==> src/rtl/mem_arbiter_if.sv <==
// mem_arbiter_if: byte-wide RAM/IO port plus the IF and LSB request handshakes.
interface mem_arbiter_if #(parameter int ADDR_WIDTH = 32);
    logic [7:0]            mem_din;
    logic [7:0]            mem_dout;
    logic [ADDR_WIDTH-1:0] mem_a;
    logic                  mem_wr;
    logic                  io_buffer_full;
    logic                  if_en;
    logic [ADDR_WIDTH-1:0] if_addr;
    logic                  if_done;
    logic [31:0]           if_data;
    logic                  mc_en;
    logic                  mc_wr;
    logic [ADDR_WIDTH-1:0] mc_addr;
    logic [2:0]            mc_len;
    logic [31:0]           mc_w_data;
    logic                  mc_done;
    logic [31:0]           mc_r_data;
    modport master (
        input  mem_din, io_buffer_full, if_en, if_addr, mc_en, mc_wr, mc_addr, mc_len, mc_w_data,
        output mem_dout, mem_a, mem_wr, if_done, if_data, mc_done, mc_r_data
    );
    modport slave (
        output mem_din, io_buffer_full, if_en, if_addr, mc_en, mc_wr, mc_addr, mc_len, mc_w_data,
        input  mem_dout, mem_a, mem_wr, if_done, if_data, mc_done, mc_r_data
    );
endinterface

==> src/rtl/mem_arbiter.sv <==
// mem_arbiter: shares the byte-wide RAM/IO port between instruction fetch and the load/store buffer.
// Define MEM_ARB_IO_STALL_EN to defer IO-region stores while the UART buffer is full.
module mem_arbiter #(
    parameter int         ADDR_WIDTH = 32,
    parameter logic [1:0] IO_SEL     = 2'b11
) (
    input logic           clk,
    input logic           rst,
    input logic           rdy,
    input logic           rollback,
    mem_arbiter_if.master bus
);
    typedef enum logic [2:0] {IDLE, IF_RD, LS_RD, LS_WR, DONE} state_t;
    state_t                r_state, w_state;
    logic [2:0]            r_stage, w_stage, r_len, w_len;
    logic [ADDR_WIDTH-1:0] r_addr, w_addr, r_mem_a, w_mem_a;
    logic [31:0]           r_wdata, w_wdata, r_acc, w_acc;
    logic [31:0]           r_if_data, w_if_data, r_mc_r_data, w_mc_r_data;
    logic [7:0]            r_mem_dout, w_mem_dout;
    logic                  r_mem_wr, w_mem_wr, r_if_done, w_if_done, r_mc_done, w_mc_done;
    logic                  w_stall, w_go, w_issue, w_last;
    logic [4:0]            w_rd_sh, w_wr_sh;

`ifdef MEM_ARB_IO_STALL_EN
    assign w_stall = bus.mc_en && bus.mc_wr && bus.mc_addr[17:16] == IO_SEL && bus.io_buffer_full;
`else
    logic w_unused_io;
    assign w_unused_io = bus.io_buffer_full ^ (|IO_SEL);
    assign w_stall     = 1'b0;
`endif

    // RAM read data lags its address by two edges, so byte k lands at stage k+2
    assign w_go    = !rollback && !w_stall;
    assign w_issue = r_stage < r_len;
    assign w_last  = r_stage == r_len + 3'd1;
    assign w_rd_sh = {r_stage[1:0] - 2'd2, 3'b000};
    assign w_wr_sh = {r_stage[1:0], 3'b000};

    always_comb begin
        w_state     = r_state;
        w_stage     = r_stage;
        w_len       = r_len;
        w_addr      = r_addr;
        w_wdata     = r_wdata;
        w_acc       = r_acc;
        w_mem_a     = r_mem_a;
        w_mem_dout  = r_mem_dout;
        w_mem_wr    = 1'b0;
        w_if_done   = 1'b0;
        w_mc_done   = 1'b0;
        w_if_data   = r_if_data;
        w_mc_r_data = r_mc_r_data;
        case (r_state)
            IDLE: if (w_go && (bus.mc_en || bus.if_en)) begin
                w_addr     = bus.mc_en ? bus.mc_addr : bus.if_addr;
                w_len      = bus.mc_en ? bus.mc_len : 3'd4;
                w_wdata    = bus.mc_w_data;
                w_acc      = '0;
                w_mem_a    = w_addr;
                w_stage    = 3'd1;
                w_mem_wr   = bus.mc_en && bus.mc_wr;
                w_mem_dout = w_mem_wr ? bus.mc_w_data[7:0] : r_mem_dout;
                w_state    = !bus.mc_en ? IF_RD : bus.mc_wr ? LS_WR : LS_RD;
            end
            IF_RD, LS_RD: if (rollback) begin
                w_state = IDLE;
                w_stage = 3'd0;
                w_mem_a = '0;
            end else begin
                w_acc   = r_stage >= 3'd2 ? r_acc | (32'(bus.mem_din) << w_rd_sh) : r_acc;
                w_mem_a = w_issue ? r_addr + ADDR_WIDTH'(r_stage) : r_mem_a;
                w_stage = r_stage + 3'd1;
                if (w_last) begin
                    w_state     = DONE;
                    w_stage     = 3'd0;
                    w_mem_a     = '0;
                    w_if_done   = r_state == IF_RD;
                    w_mc_done   = r_state == LS_RD;
                    w_if_data   = r_state == IF_RD ? w_acc : r_if_data;
                    w_mc_r_data = r_state == LS_RD ? w_acc : r_mc_r_data;
                end
            end
            // committed stores ignore rollback
            LS_WR: begin
                w_mem_wr   = w_issue;
                w_mem_a    = w_issue ? r_addr + ADDR_WIDTH'(r_stage) : '0;
                w_mem_dout = w_issue ? r_wdata[w_wr_sh +: 8] : r_mem_dout;
                w_stage    = w_issue ? r_stage + 3'd1 : 3'd0;
                w_mc_done  = !w_issue;
                w_state    = w_issue ? LS_WR : DONE;
            end
            default: w_state = IDLE;
        endcase
    end

    always_ff @(posedge clk or negedge rst) begin
        if (!rst) begin
            r_state     <= IDLE;
            r_stage     <= '0;
            r_len       <= '0;
            r_addr      <= '0;
            r_wdata     <= '0;
            r_acc       <= '0;
            r_mem_a     <= '0;
            r_mem_dout  <= '0;
            r_mem_wr    <= 1'b0;
            r_if_done   <= 1'b0;
            r_mc_done   <= 1'b0;
            r_if_data   <= '0;
            r_mc_r_data <= '0;
        end else if (rdy) begin
            r_state     <= w_state;
            r_stage     <= w_stage;
            r_len       <= w_len;
            r_addr      <= w_addr;
            r_wdata     <= w_wdata;
            r_acc       <= w_acc;
            r_mem_a     <= w_mem_a;
            r_mem_dout  <= w_mem_dout;
            r_mem_wr    <= w_mem_wr;
            r_if_done   <= w_if_done;
            r_mc_done   <= w_mc_done;
            r_if_data   <= w_if_data;
            r_mc_r_data <= w_mc_r_data;
        end
    end

    assign bus.mem_a     = r_mem_a;
    assign bus.mem_dout  = r_mem_dout;
    assign bus.mem_wr    = r_mem_wr;
    assign bus.if_done   = r_if_done;
    assign bus.if_data   = r_if_data;
    assign bus.mc_done   = r_mc_done;
    assign bus.mc_r_data = r_mc_r_data;
endmodule

==> src/flat_wrapper.sv <==
// flat-port wrapper written by rule: the top's interface ports become plain ports
module mem_arbiter_flat 
#(
    parameter int         ADDR_WIDTH = 32,
    parameter logic [1:0] IO_SEL     = 2'b11
)
  (clk, rst, rdy, rollback, bus_mem_din, bus_io_buffer_full, bus_if_en, bus_if_addr, bus_mc_en, bus_mc_wr, bus_mc_addr, bus_mc_len, bus_mc_w_data, bus_mem_dout, bus_mem_a, bus_mem_wr, bus_if_done, bus_if_data, bus_mc_done, bus_mc_r_data);
  mem_arbiter_if #(.ADDR_WIDTH(ADDR_WIDTH)) bus_i ();
  input logic clk;
  input logic rst;
  input logic rdy;
  input logic rollback;
  input wire logic [$bits(bus_i.mem_din)-1:0] bus_mem_din;
  input wire logic [$bits(bus_i.io_buffer_full)-1:0] bus_io_buffer_full;
  input wire logic [$bits(bus_i.if_en)-1:0] bus_if_en;
  input wire logic [$bits(bus_i.if_addr)-1:0] bus_if_addr;
  input wire logic [$bits(bus_i.mc_en)-1:0] bus_mc_en;
  input wire logic [$bits(bus_i.mc_wr)-1:0] bus_mc_wr;
  input wire logic [$bits(bus_i.mc_addr)-1:0] bus_mc_addr;
  input wire logic [$bits(bus_i.mc_len)-1:0] bus_mc_len;
  input wire logic [$bits(bus_i.mc_w_data)-1:0] bus_mc_w_data;
  output wire logic [$bits(bus_i.mem_dout)-1:0] bus_mem_dout;
  output wire logic [$bits(bus_i.mem_a)-1:0] bus_mem_a;
  output wire logic [$bits(bus_i.mem_wr)-1:0] bus_mem_wr;
  output wire logic [$bits(bus_i.if_done)-1:0] bus_if_done;
  output wire logic [$bits(bus_i.if_data)-1:0] bus_if_data;
  output wire logic [$bits(bus_i.mc_done)-1:0] bus_mc_done;
  output wire logic [$bits(bus_i.mc_r_data)-1:0] bus_mc_r_data;
  assign bus_i.mem_din = bus_mem_din;
  assign bus_i.io_buffer_full = bus_io_buffer_full;
  assign bus_i.if_en = bus_if_en;
  assign bus_i.if_addr = bus_if_addr;
  assign bus_i.mc_en = bus_mc_en;
  assign bus_i.mc_wr = bus_mc_wr;
  assign bus_i.mc_addr = bus_mc_addr;
  assign bus_i.mc_len = bus_mc_len;
  assign bus_i.mc_w_data = bus_mc_w_data;
  assign bus_mem_dout = bus_i.mem_dout;
  assign bus_mem_a = bus_i.mem_a;
  assign bus_mem_wr = bus_i.mem_wr;
  assign bus_if_done = bus_i.if_done;
  assign bus_if_data = bus_i.if_data;
  assign bus_mc_done = bus_i.mc_done;
  assign bus_mc_r_data = bus_i.mc_r_data;
  mem_arbiter #(.ADDR_WIDTH(ADDR_WIDTH), .IO_SEL(IO_SEL)) u_core (.clk(clk), .rst(rst), .rdy(rdy), .rollback(rollback), .bus(bus_i));
endmodule
==> config.mk <==
export PLATFORM = sky130hd
export DESIGN_NAME = mem_arbiter_flat
export DESIGN_NICKNAME = d
export VERILOG_FILES = /design/src/rtl/mem_arbiter_if.sv /design/src/rtl/mem_arbiter.sv /design/src/flat_wrapper.sv
export SDC_FILE = /design/constraint.sdc
export NUM_CORES = 1
export LEC_CHECK = 0
export CAP_MARGIN = 20
export CORE_ASPECT_RATIO = 0.9
export CORE_MARGIN = 4
export CORE_UTILIZATION = 31
export DETAILED_ROUTE_END_ITERATION = 6
export HOLD_SLACK_MARGIN = 0.06
export PLACE_DENSITY = 0.53
export SLEW_MARGIN = 20
export SYNTH_ARGS = -nofsm -noshare
export SYNTH_HDL_FRONTEND = slang
export SYNTH_SLANG_ARGS = --single-unit
==> constraint.sdc <==
create_clock -name clk -period 3.5 [get_ports clk]
set_input_delay 0.7 -clock clk [delete_from_list [all_inputs] [get_ports clk]]
set_output_delay 0.7 -clock clk [all_outputs]
set_load 0.01 [all_outputs]
==> metrics.md <==
| Metric | Value |
|---|---|
| Placed instance count | 1593 |
| Status | completed |
| RSZ-0062 raised after global routing | no |
| WS Path Type | reg -> reg |
| Layout area overhead | 34.6% |
| Final period util | 77.9% |
| Non-filler cells, final | 1639 |
| Setup bufs post-CTS | 0 |
| Initial Util | 31.8% |
| Gpl congestion | 0.799 |
| Synth Area per Inst | 9.88 um2 |
| Number of flops mapped to enable cells by yosys | 0 |
| Post-DP HPWL | 19900 um |
| Vias in the first global route | 8044 |
| Core region area | 31200 um2 |
| Clock buffer depth | 3 |
| Post-CTS Hold Buffers | 1 |
| Sum Neg Setup Slack | 0 ps |
| TritonCTS clock tree | yes |
| Largest net degree at the start of global routing | 88 |
| DR WL met2 | 12800 um |
| Final Hold Vio Count | 0 |
| Post-DR vias/cell | 4.94 |
| CP endpoint kind | flip-flop |
| Metal-1 WL | 13300 um |
| Top Ports | 222 |
| Peak VDD IR | 0.380 mV |
| Post-DR wirelength/cell | 17.3 um |
| Setup Skew | 19.4 ps |
| Total routed wirelength | 28400 um |
| Initial antenna violation count | 2 |
| Synthesized Nets | 1131 |
| CTS HTree Levels | 1 |
| Met3 routed WL | 1830 um |
| Final setup vio count | 0 |
| Remaining global-route overflow | 0 |
| Root Buffer Master | clkbuf_16 |
| Pleak | 5.85 nW |
| Share of layout cells above drive strength 1 | 10.7% |
| Final #Nets | 1337 |
| Area after DPL | 12600 um2 |
| Yosys reg bits | 212 |
| Sequential-to-total area share from yosys stat | 53.4% |
| Die Area | 35000 um2 |
| Port bufs | 220 |
| Pre-antenna DRT Iters | 4 |
| TritonCTS Buffers | 25 |
| Final slew viol count | 0 |
| Critical Path Fanout Max | 12 |
| Crit path required time | 3910 ps |
| Post-DRT Antenna Nets | 0 |
| Maxcap violations | 0 |
| # diodes | 0 |
| Count of cell types in the netlist | 61 |
| Vias | 8100 |
| Top sig layer | met5 |
| Clk sinks | 212 |
| Yosys warns | 0 |
| Pwr dens | 770 nW/um2 |
| Critical path launch point type | flip-flop |
| Syn Inst Count | 1006 |
| Synth async-reset ratio | 100% |
| Worst slew margin | 46.2% |
| Worst Hold Class | reg -> reg |
| Num rows | 61 |
| CTS clk-pin slew, worst paths | 60 ps |
| Most common cell after layout, fill and taps aside | nand2_1 |
| First DRT Iteration DRCs | 514 |
| Post-layout minimum cycle time | 2720 ps |
| Clk Latency, worst-skew pair | 530 ps |
| Chip Height | 178 um |
| Finished Cell Area | 13400 um2 |
| Post_cts resized | 0 |
| Die X | 197 um |
| Prevailing post-synth register cell | dfrtp_1 |
| Worst path arrival time | 3130 ps |
| Gr usage total | 16.0% |
| Drt drc | 0 |
| Netlist Area Pre-Place | 9940 um2 |
| Fmax | 367 MHz |
| Leading cell types in the layout, fill and taps excluded | nand2_1, clkdlybuf4s50_1, dfrtp_1 |
| Tightest Pin Transition | 800 ps |
| First-pass GRT wire length | 45100 um |
metal layers:
layer  vias up  GRT usage [%]
met5         -              0
met4         4           3.15
met3        37           3.28
met2       232           25.2
met1      3893           23.0
li1       3934              -
synth_stat cells, types with 5 or more instances:
master,n,area [um2]
a21o_1,13,97.6
a21oi_1,84,420
a221o_1,6,60.1
a31oi_1,11,68.8
buf_1,14,52.6
buf_2,8,40.0
clkbuf_1,39,146
dfrtp_1,212,5310
ha_1,9,113
inv_1,13,48.8
mux2_2,31,349
mux2_4,6,90.1
mux2i_1,23,230
mux4_2,8,180
nand2_1,222,833
nand3_1,13,65.1
nand4_1,7,43.8
nor2_1,54,203
nor3_1,9,45.0
nor4_1,12,75.1
o21ai_0,102,510
o21ai_1,7,35.0
o22ai_1,12,75.1
o31a_1,9,78.8
xnor2_1,5,43.8
xor2_1,14,123
state kept, by name (all words and copies together), names as in the netlist:
| signal | count |
|---|---|
| u_core.bus.mem_dout | 8 |
| u_core.r_wdata | 32 |
| u_core.r_addr | 32 |
| u_core.bus.mc_r_data | 32 |
| u_core.bus.if_done | 1 |
| u_core.bus.mem_wr | 1 |
| u_core.bus.mc_done | 1 |
| u_core.bus.mem_a | 32 |
| u_core.r_state | 3 |
| u_core.r_stage | 3 |
| u_core.r_len | 3 |
| u_core.bus.if_data | 32 |
| u_core.r_acc | 32 |
cell families after synthesis:
| group | share of synthesized area (%) |
|---|---|
| mux | 8.55 |
| flops | 53.4 |
| compound gates | 16.0 |
| buf+inv | 3.24 |
| simple gates | 15.6 |
| fa+ha+maj | 1.33 |
| xor+xnor | 1.91 |
stage by stage:
stage | utilization (%) | setup slack (ps) | hold WS (ps) | power, W
3_5_place_dp | 40.3 | 480 | 457 | 0.00789
6_report | 42.9 | 775 | 469 | 0.0103
2_1_floorplan | - | 958 | 404 | 0.00618
5_1_grt | 42.9 | 601 | 494 | 0.0111
4_1_cts | 42.9 | 744 | 473 | 0.0105
3_3_place_gp | 40.3 | 501 | 454 | 0.00783
report_power, final:
group	leakage, nW	switching, W	internal, W
sequential	2.77	0.000663	0.00332
clock	0.392	0.00106	0.00145
combinational	2.68	0.00192	0.00188
total	5.85	0.00364	0.00666
final timing paths:
| path | to | cells past startpoint | start | slack (ps) |
|---|---|---|---|---|
| max in group asynchronous | u_core.r_wdata[31] | 3 | rst | 2010 |
| min reg2reg | u_core.r_wdata[17] | 2 | u_core.r_wdata[17] | 470 |
| min in group asynchronous | u_core.bus.if_data[30] | 2 | rst | 620 |
| max reg2reg | u_core.bus.mem_a[28] | 7 | u_core.r_stage[1] | 780 |
| max | u_core.bus.mem_a[28] | 7 | u_core.r_stage[1] | 780 |
| min | u_core.r_wdata[17] | 2 | u_core.r_wdata[17] | 470 |
critical path: stages (launching register included):
cell and delay, ps:
dfrtp_1 380, buf_4 260, ha_1 270, nor2b_1 130
o21ai_0 340, a21o_1 440, nand2_1 340, a221o_1 440
layout make-up:
type	count	area, um2
multi-input combinational	717	4320
sequential	212	5310
clock buffer	31	678
clock inverter	14	115
timing repair buffer	243	2400
tap	409	512
inverter	13	48.8
fill	3092	17800
Note: power is estimated with default switching activity, not from simulation.
